`config.mk`:
```
export PLATFORM = sky130hd
export DESIGN_NAME = branch_predictor_gshare_spec
export DESIGN_NICKNAME = d
export VERILOG_FILES = /design/src/rtl/branch_predictor_gshare_spec.sv
export SDC_FILE = /design/constraint.sdc
export NUM_CORES = 2
export LEC_CHECK = 0
export CAP_MARGIN = 20
export CORE_MARGIN = 2
export CORE_UTILIZATION = 55
export CTS_CLUSTER_DIAMETER = 100
export DETAILED_ROUTE_END_ITERATION = 10
export HOLD_SLACK_MARGIN = 0.08
export PLACE_DENSITY = 0.78
export SYNTH_ARGS = -nofsm -noshare
export SYNTH_HDL_FRONTEND = slang
export SYNTH_SLANG_ARGS = --single-unit
```
`constraint.sdc`:
```
create_clock -name clk -period 49.2 [get_ports clk]
set_input_delay 4.92 -clock clk [delete_from_list [all_inputs] [get_ports clk]]
set_output_delay 4.92 -clock clk [all_outputs]
set_load 0.03 [all_outputs]
```
`src/rtl/branch_predictor_gshare_spec.sv`:
```
// ============================================================================
// branch_predictor_gshare_spec : parametrised gshare predictor, speculative
// history with snapshot repair, init walk, mispredict counter.  Rev 1.0
// ============================================================================
`default_nettype none

`ifndef ADDR_WIDTH
`define ADDR_WIDTH 32
`endif

package mips_core_pkg;
  typedef enum logic {NOT_TAKEN = 1'b0, TAKEN = 1'b1} BranchOutcome;
endpackage

module branch_predictor_gshare_spec #(
  parameter int GHR_BITS   = 8,
  parameter int INDEX_BITS = 10,
  parameter int CTR_BITS   = 2,
  parameter int PC_LSB     = 2
) (
  input  logic                          clk,
  input  logic                          rst_n,
  input  logic                          i_req_valid,
  input  logic [`ADDR_WIDTH-1:0]        i_req_pc,
  input  logic [`ADDR_WIDTH-1:0]        i_req_target,
  output mips_core_pkg::BranchOutcome   o_req_prediction,
  output logic [GHR_BITS-1:0]           o_req_ghr,
  output logic                          o_init_done,
  input  logic                          i_fb_valid,
  input  logic [`ADDR_WIDTH-1:0]        i_fb_pc,
  input  mips_core_pkg::BranchOutcome   i_fb_prediction,
  input  mips_core_pkg::BranchOutcome   i_fb_outcome,
  input  logic [GHR_BITS-1:0]           i_fb_ghr,
  output logic [31:0]                   o_mispredict_count
);
  import mips_core_pkg::*;

  localparam int                    c_depth    = 2 ** INDEX_BITS;
  localparam logic [CTR_BITS-1:0]   c_ctr_wt   = CTR_BITS'(1) << (CTR_BITS - 1);
  localparam logic [CTR_BITS-1:0]   c_ctr_max  = {CTR_BITS{1'b1}};
  localparam logic [INDEX_BITS-1:0] c_last_idx = {INDEX_BITS{1'b1}};

  typedef enum logic [0:0] {S_INIT = 1'b0, S_RUN = 1'b1} state_t;

  state_t                  r_state;
  state_t                  w_state_nxt;
  logic [INDEX_BITS-1:0]   r_init_ptr;
  logic [CTR_BITS-1:0]     r_pht [c_depth];
  logic [GHR_BITS-1:0]     r_ghr;
  logic [31:0]             r_count;

  logic                    w_run;
  logic [INDEX_BITS-1:0]   w_req_idx;
  logic [INDEX_BITS-1:0]   w_fb_idx;
  logic [CTR_BITS-1:0]     w_req_ctr;
  logic [CTR_BITS-1:0]     w_fb_ctr;
  logic [CTR_BITS-1:0]     w_fb_ctr_nxt;
  logic                    w_pred_taken;
  logic                    w_fb_taken;
  logic                    w_mispredict;
  logic [GHR_BITS-1:0]     w_req_shift;
  logic [GHR_BITS-1:0]     w_fb_shift;
  logic                    w_unused;

  always_ff @(posedge clk or negedge rst_n) begin
    if (!rst_n) begin
      r_state    <= S_INIT;
      r_init_ptr <= '0;
    end else begin
      r_state <= w_state_nxt;
      if (r_state == S_INIT) r_init_ptr <= r_init_ptr + INDEX_BITS'(1);
    end
  end

  always_comb begin
    w_state_nxt = r_state;
    if (r_state == S_INIT && r_init_ptr == c_last_idx) w_state_nxt = S_RUN;
  end

  assign w_run     = (r_state == S_RUN);
  assign w_req_idx = i_req_pc[PC_LSB +: INDEX_BITS] ^ INDEX_BITS'(r_ghr);
  assign w_fb_idx  = i_fb_pc[PC_LSB +: INDEX_BITS] ^ INDEX_BITS'(i_fb_ghr);
  assign w_req_ctr = r_pht[w_req_idx];
  assign w_fb_ctr  = r_pht[w_fb_idx];

  assign w_pred_taken = w_run & w_req_ctr[CTR_BITS-1];
  assign w_fb_taken   = (i_fb_outcome == TAKEN);
  assign w_mispredict = w_run & i_fb_valid & (i_fb_prediction != i_fb_outcome);

  always_comb begin
    w_fb_ctr_nxt = w_fb_ctr;
    if (w_fb_taken && w_fb_ctr != c_ctr_max)
      w_fb_ctr_nxt = w_fb_ctr + CTR_BITS'(1);
    else if (!w_fb_taken && w_fb_ctr != '0)
      w_fb_ctr_nxt = w_fb_ctr - CTR_BITS'(1);
  end

  // No reset on the table: the init walk is what clears it.
  always_ff @(posedge clk) begin
    if (!w_run)
      r_pht[r_init_ptr] <= c_ctr_wt;
    else if (i_fb_valid)
      r_pht[w_fb_idx] <= w_fb_ctr_nxt;
  end

  generate
    if (GHR_BITS == 1) begin : g_ghr_one
      assign w_req_shift = w_pred_taken;
      assign w_fb_shift  = w_fb_taken;
    end else begin : g_ghr_wide
      assign w_req_shift = {r_ghr[GHR_BITS-2:0], w_pred_taken};
      assign w_fb_shift  = {i_fb_ghr[GHR_BITS-2:0], w_fb_taken};
    end
  endgenerate

  // Recovery from the branch's own snapshot overrides any same-cycle shift.
  always_ff @(posedge clk or negedge rst_n) begin
    if (!rst_n) begin
      r_ghr   <= '0;
      r_count <= '0;
    end else begin
      if (w_mispredict)
        r_ghr <= w_fb_shift;
      else if (w_run && i_req_valid)
        r_ghr <= w_req_shift;
      if (w_mispredict && r_count != 32'hFFFF_FFFF)
        r_count <= r_count + 32'd1;
    end
  end

  assign o_req_prediction   = w_pred_taken ? TAKEN : NOT_TAKEN;
  assign o_req_ghr          = r_ghr;
  assign o_init_done        = w_run;
  assign o_mispredict_count = r_count;

  assign w_unused = &{1'b0, i_req_target, i_req_pc, i_fb_pc, i_fb_ghr};

endmodule

`default_nettype wire
```
# --- Word-level counts from Yosys, hierarchy flattened ---
# Memory sizes are Yosys's and may differ from the RTL's.
# Index checks and enable logic that the tools add are counted.
totals:
  register_bits: 51
  ramBits: 2048
  inputBits: 110
  out_inout_bits: 42
  elab_cells: 40
  memories: 1
op_classes:
  addsub: 4
  eq_ne: 4
  muxes: 12
  bitwise: 6
  reduce_logical: 9
mem_list:
  columns: ["memory", "words", "word_bits", "rd", "rd_clocked_by_memory_dff", "wr", "line", "text"]
  rows:
  - ["r_pht", 1024, 2, 2, 0, 1, "48", "logic [CTR_BITS-1:0] r_pht [c_depth];"]
ops:
  columns: ["operator", "n"]
  rows:
  - ["adder 32 x 1 -> 32 bit, second input constant", 1]
  - ["inequality test 32 bit, second input constant", 1]
  - ["bitwise XOR 10 x 8 -> 10 bit", 2]
  - ["2-to-1 mux 8 bit", 2]
  - ["adder 10 x 1 -> 10 bit, second input constant", 1]
  - ["== test 10 bit, second input constant", 1]
  - ["2-to-1 mux 10 bit", 1]
  - ["2-to-1 mux 1 bit", 6]
  - ["2-to-1 mux 2 bit", 3]
  - ["logical AND 1 bit", 5]
  - ["nonzero test 2 bit", 2]
  - ["bitwise AND 1 bit", 3]
  - ["adder 2 x 1 -> 2 bit, second input constant", 1]
  - ["inequality test 2 bit, second input constant", 1]
  - ["OR reduction 2 bit", 1]
  - ["subtractor 2 x 1 -> 2 bit, second input constant", 1]
  - ["zero test 1 bit", 1]
  - ["inequality test 1 bit", 1]
  - ["NOT 1 bit", 1]

# --- Longest topological paths before layout ---
# An unclocked memory read counts as a cell.
depth:
  word_depth: 7
  mapped_depth: 20
  ltp_nobuf: 15

# --- Least setup slack after synthesis ---
# Ideal clock, no wire load.
synth_path:
  path_kind: "input -> register"
  from: "input port i_fb_ghr[0]"
  to: "memory r_pht[0][1], data pin"
  setup_time_ns: 8.301
  arrival_time_ns: 49.013
  required_time_ns: 40.899
  setup_slack_ns: -8.114
  cell_stages: 16
  n_path_buf: 3
  path_cell_list: "xor2_1 buf_4 buf_2 buf_2 mux4_2 a221oi_1 o22ai_1 a221oi_1 o22ai_1 o21ai_1 and4_1 inv_1 ha_1 nand2_1 a21oi_1 o31ai_1"
synth_via:
  elab_chain_len: 7
  elab_cells_between_ends: 11
synth_lines:
  columns: ["element", "line", "text"]
  rows:
  - ["from (decl)", "33", "input logic [GHR_BITS-1:0] i_fb_ghr,"]
  - ["bitwise XOR 10 x 8 -> 10 bit *", "82", "assign w_fb_idx = i_fb_pc[PC_LSB +: INDEX_BITS] ^ INDEX_BITS'(i_fb_ghr);"]
  - ["memory read (1024 x 2 bit) *", null, null]
  - ["parallel branches: the longest is 3 deep, another holds subtractor 2 x 1 -> 2 bit", null, null]
  - ["2-to-1 mux 2 bit *", "92", "if (w_fb_taken && w_fb_ctr != c_ctr_max)"]
  - ["2-to-1 mux 2 bit (no source line) *", null, null]
  - ["to (decl)", "48", null]
# Every way passes the cells marked *.

# --- Worst setup path after layout ---
layout_path:
  from: "input port i_req_pc[3]"
  to: "output port o_req_prediction"
layout_via:
  elab_chain_len: 4
layout_lines:
  columns: ["element", "line", "text"]
  rows:
  - ["from (decl)", "24", "input logic [`ADDR_WIDTH-1:0] i_req_pc,"]
  - ["bitwise XOR 10 x 8 -> 10 bit", "81", "assign w_req_idx = i_req_pc[PC_LSB +: INDEX_BITS] ^ INDEX_BITS'(r_ghr);"]
  - ["memory read (1024 x 2 bit)", null, null]
  - ["bitwise AND 1 bit", "86", "assign w_pred_taken = w_run & w_req_ctr[CTR_BITS-1];"]
  - ["2-to-1 mux 1 bit", "131", "assign o_req_prediction = w_pred_taken ? TAKEN : NOT_TAKEN;"]
  - ["to (decl)", "26", "output mips_core_pkg::BranchOutcome o_req_prediction,"]
# Every way passes these cells.

==> results_dict.tcl <==
set metrics [dict create \
    status "completed" \
    post_cts_buffers 0 \
    setup_viol 0 \
    root_buffer "clkbuf_16" \
    final.setup.tns_ns 0 \
    start_kind "input port" \
    p_leak_nw 31.4 \
    initial_core_util_pct 55.3 \
    yosysUniqueCellTypes 66 \
    clockBufferDepth 3 \
    syn2layout_area_growth_pct 10.9 \
    avgRoutedWirePerCell_um 35.7 \
    final_common_cell "edfxtp_1" \
    io_buffer_count 75 \
    drt_wl_total_um 283000 \
    die_area_um2 174000 \
    num_rows 151 \
    ys_top_cells_by_area "edfxtp_1 66%, mux4_2 19%, nor2_1 4.4%, nand2_1 1.4%, dfrtp_1 1.4%" \
    finalHoldViolations 0 \
    coreArea_um2 169000 \
    tightest_slew_ns 1.50 \
    hold_buffers 0 \
    worstPathArrival_ns 11.61 \
    h-tree-depth 4 \
    period_needed_ns 16.53 \
    routed-via-count 58227 \
    clk_pin_slew_ns 0.06 \
    grt_pass1_wl_um 401000 \
    synth_nets 5647 \
    design_area_um2 104000 \
    cp_max_fo 48 \
    cts_made_buffers 197 \
    cts_tree "done" \
    ys_seq_area_share_pct 67.0 \
    place_area_um2 96700 \
    synth_async_sr_flop_share_pct 2.43 \
    ys_ff_latch 2099 \
    path_class "in2out" \
    finalClockSkew_ns 0.0586 \
    max_freq_mhz 60.5 \
    final_layout_size_suffix_gt1_share_pct 23.2 \
    cts_resized 0 \
    cts_num_sinks 2099 \
    relSlewSlack_pct 0.156 \
    first_iter_violations 11347 \
    max-vdd-ir-drop_v 0.0000289 \
    synth_top_area_cell "edfxtp_1" \
    rsz0062_at_grt "no" \
    yosysWarningCount 0 \
    layout_common_cells "2048 x edfxtp_1, 1087 x nor2_1, 786 x mux4_2" \
    grt_usage_pct 32.4 \
    power_per_cell_area_nw_per_um2 35.7 \
    antenna_found_initial 10 \
    dieHeight_um 417 \
    maxCapViolations 0 \
    grt_overflow 0 \
    period_share_pct 33.6 \
    netlist.area_leader.share_pct 65.7 \
    critPathCaptureType "primary output" \
    grt_max_degree 292 \
    finalMaxSlewViolations 0 \
    clk_latency_ns 0.89 \
    final_util_pct 61.3 \
    dp_hpwl_um 162000 \
    die_w_um 417 \
    mappedNetlistArea_um2 93600 \
    synthCells 5533 \
    antenna_left 0 \
    place.gp.congestion 0.959 \
    viasPerCell 7.34 \
    avgSynthCellArea_um2 16.9 \
    grt_pass1_vias 57243 \
    worstPathRequired_ns 44.28 \
    synth_ff_type "edfxtp_1" \
    synth-edff-count 2048 \
    hold_path_class "reg2reg" \
    first_pass_iters 7 \
    nets 5644 \
    io_pins 152 \
    post-route-drc-count 0 \
]
==> through the flow <==
stage          hold WS (ns)  setup WS, ns  power [mW]  instances
2_1_floorplan         0.468          6.76        2.12       5533
3_3_place_gp          0.475         32.50        2.21       7518
3_5_place_dp          0.474         32.45        2.21       7523
4_1_cts               0.483         32.39        3.70       7892
5_1_grt               0.500         32.49        3.77       7918
6_report              0.484         32.67        3.71       7928
==> logic make-up (layout without fill, tap and decap cells) <==
group	after synthesis	count (layout)	synth area share, %
mux	838	838	19.5
xor+xnor	72	72	0.681
flops	2099	2099	67.0
fa+ha+maj	4	4	0.0535
buf+inv	460	627	2.41
compound gates	436	436	3.46
simple gates	1624	1624	6.89
other cells	0	10	0
==> metal layers <==
layer | vias up | routed length (um) | GRT usage [%]
met5 | - | 111 | 0
met4 | 16 | 21500 | 21.6
met3 | 1200 | 44400 | 11.1
met2 | 5560 | 128000 | 48.0
met1 | 29348 | 89000 | 41.0
li1 | 22103 | - | -
==> Yosys cell counts, types with 24 or more instances <==
master and number:
a21oi_1 47, edfxtp_1 2048, and3_1 26, mux4_2 786
a22oi_1 101, mux2i_1 47, nand2_1 353, o22ai_1 33
buf_2 72, buf_4 64, nand3_1 71, clkbuf_1 279
dfrtp_1 51, xor2_1 25, nor2_1 1096, a221oi_1 66
a31oi_1 24, buf_6 26, nor3_1 25, o21ai_0 24
a22o_1 45, xnor2_1 46
==> layout make-up <==
cell class	instances	area, um^2
multi-input cells	2974	29000
inverters	4	15.0
repair buffers	254	2820
well taps	2218	2780
clock buffers	237	5120
flip-flops and latches	2099	62800
fillers	11569	65500
diodes	10	25.0
clock inverters	132	1240
==> sequential cells by signal, summed over array words and instances (netlist names) <==
signal              flops
o_req_ghr               8
o_mispredict_count     32
r_init_ptr             10
o_init_done             1
r_pht                2048
==> worst max-delay path, stage by stage <==
cell and delay [ns]:
clkdlybuf4s50_1 0.61, xor2_4 0.20, buf_4 0.78, buf_4 0.83, buf_4 0.41, buf_16 0.34, mux4_2 0.57, mux4_2 0.54
a22oi_1 0.73, a21oi_1 0.16, o31a_1 0.49, nor2_1 0.15, a21oi_1 0.08, clkdlybuf4s50_1 0.59
==> power by group <==
group | total, mW | internal, mW | switching [mW]
registers | 1.93 | 1.93 | 0
logic | 0.251 | 0.0766 | 0.175
clock network | 1.53 | 0.841 | 0.686
total | 3.71 | 2.85 | 0.861
==> final timing paths <==
check                                        from  slack, ns                     end  cells after the start
max                                   i_req_pc[3]      32.67        o_req_prediction                     14
min                        o_mispredict_count[28]       0.48  o_mispredict_count[28]                      1
max reg2reg                         r_pht[438][0]      41.90           r_pht[434][1]                     17
min reg2reg                o_mispredict_count[28]       0.48  o_mispredict_count[28]                      1
max in group asynchronous                   rst_n      44.55  o_mispredict_count[24]                      2
min in group asynchronous                   rst_n       4.18           r_init_ptr[6]                      2
No activity file was read; power rests on OpenSTA's default activity.
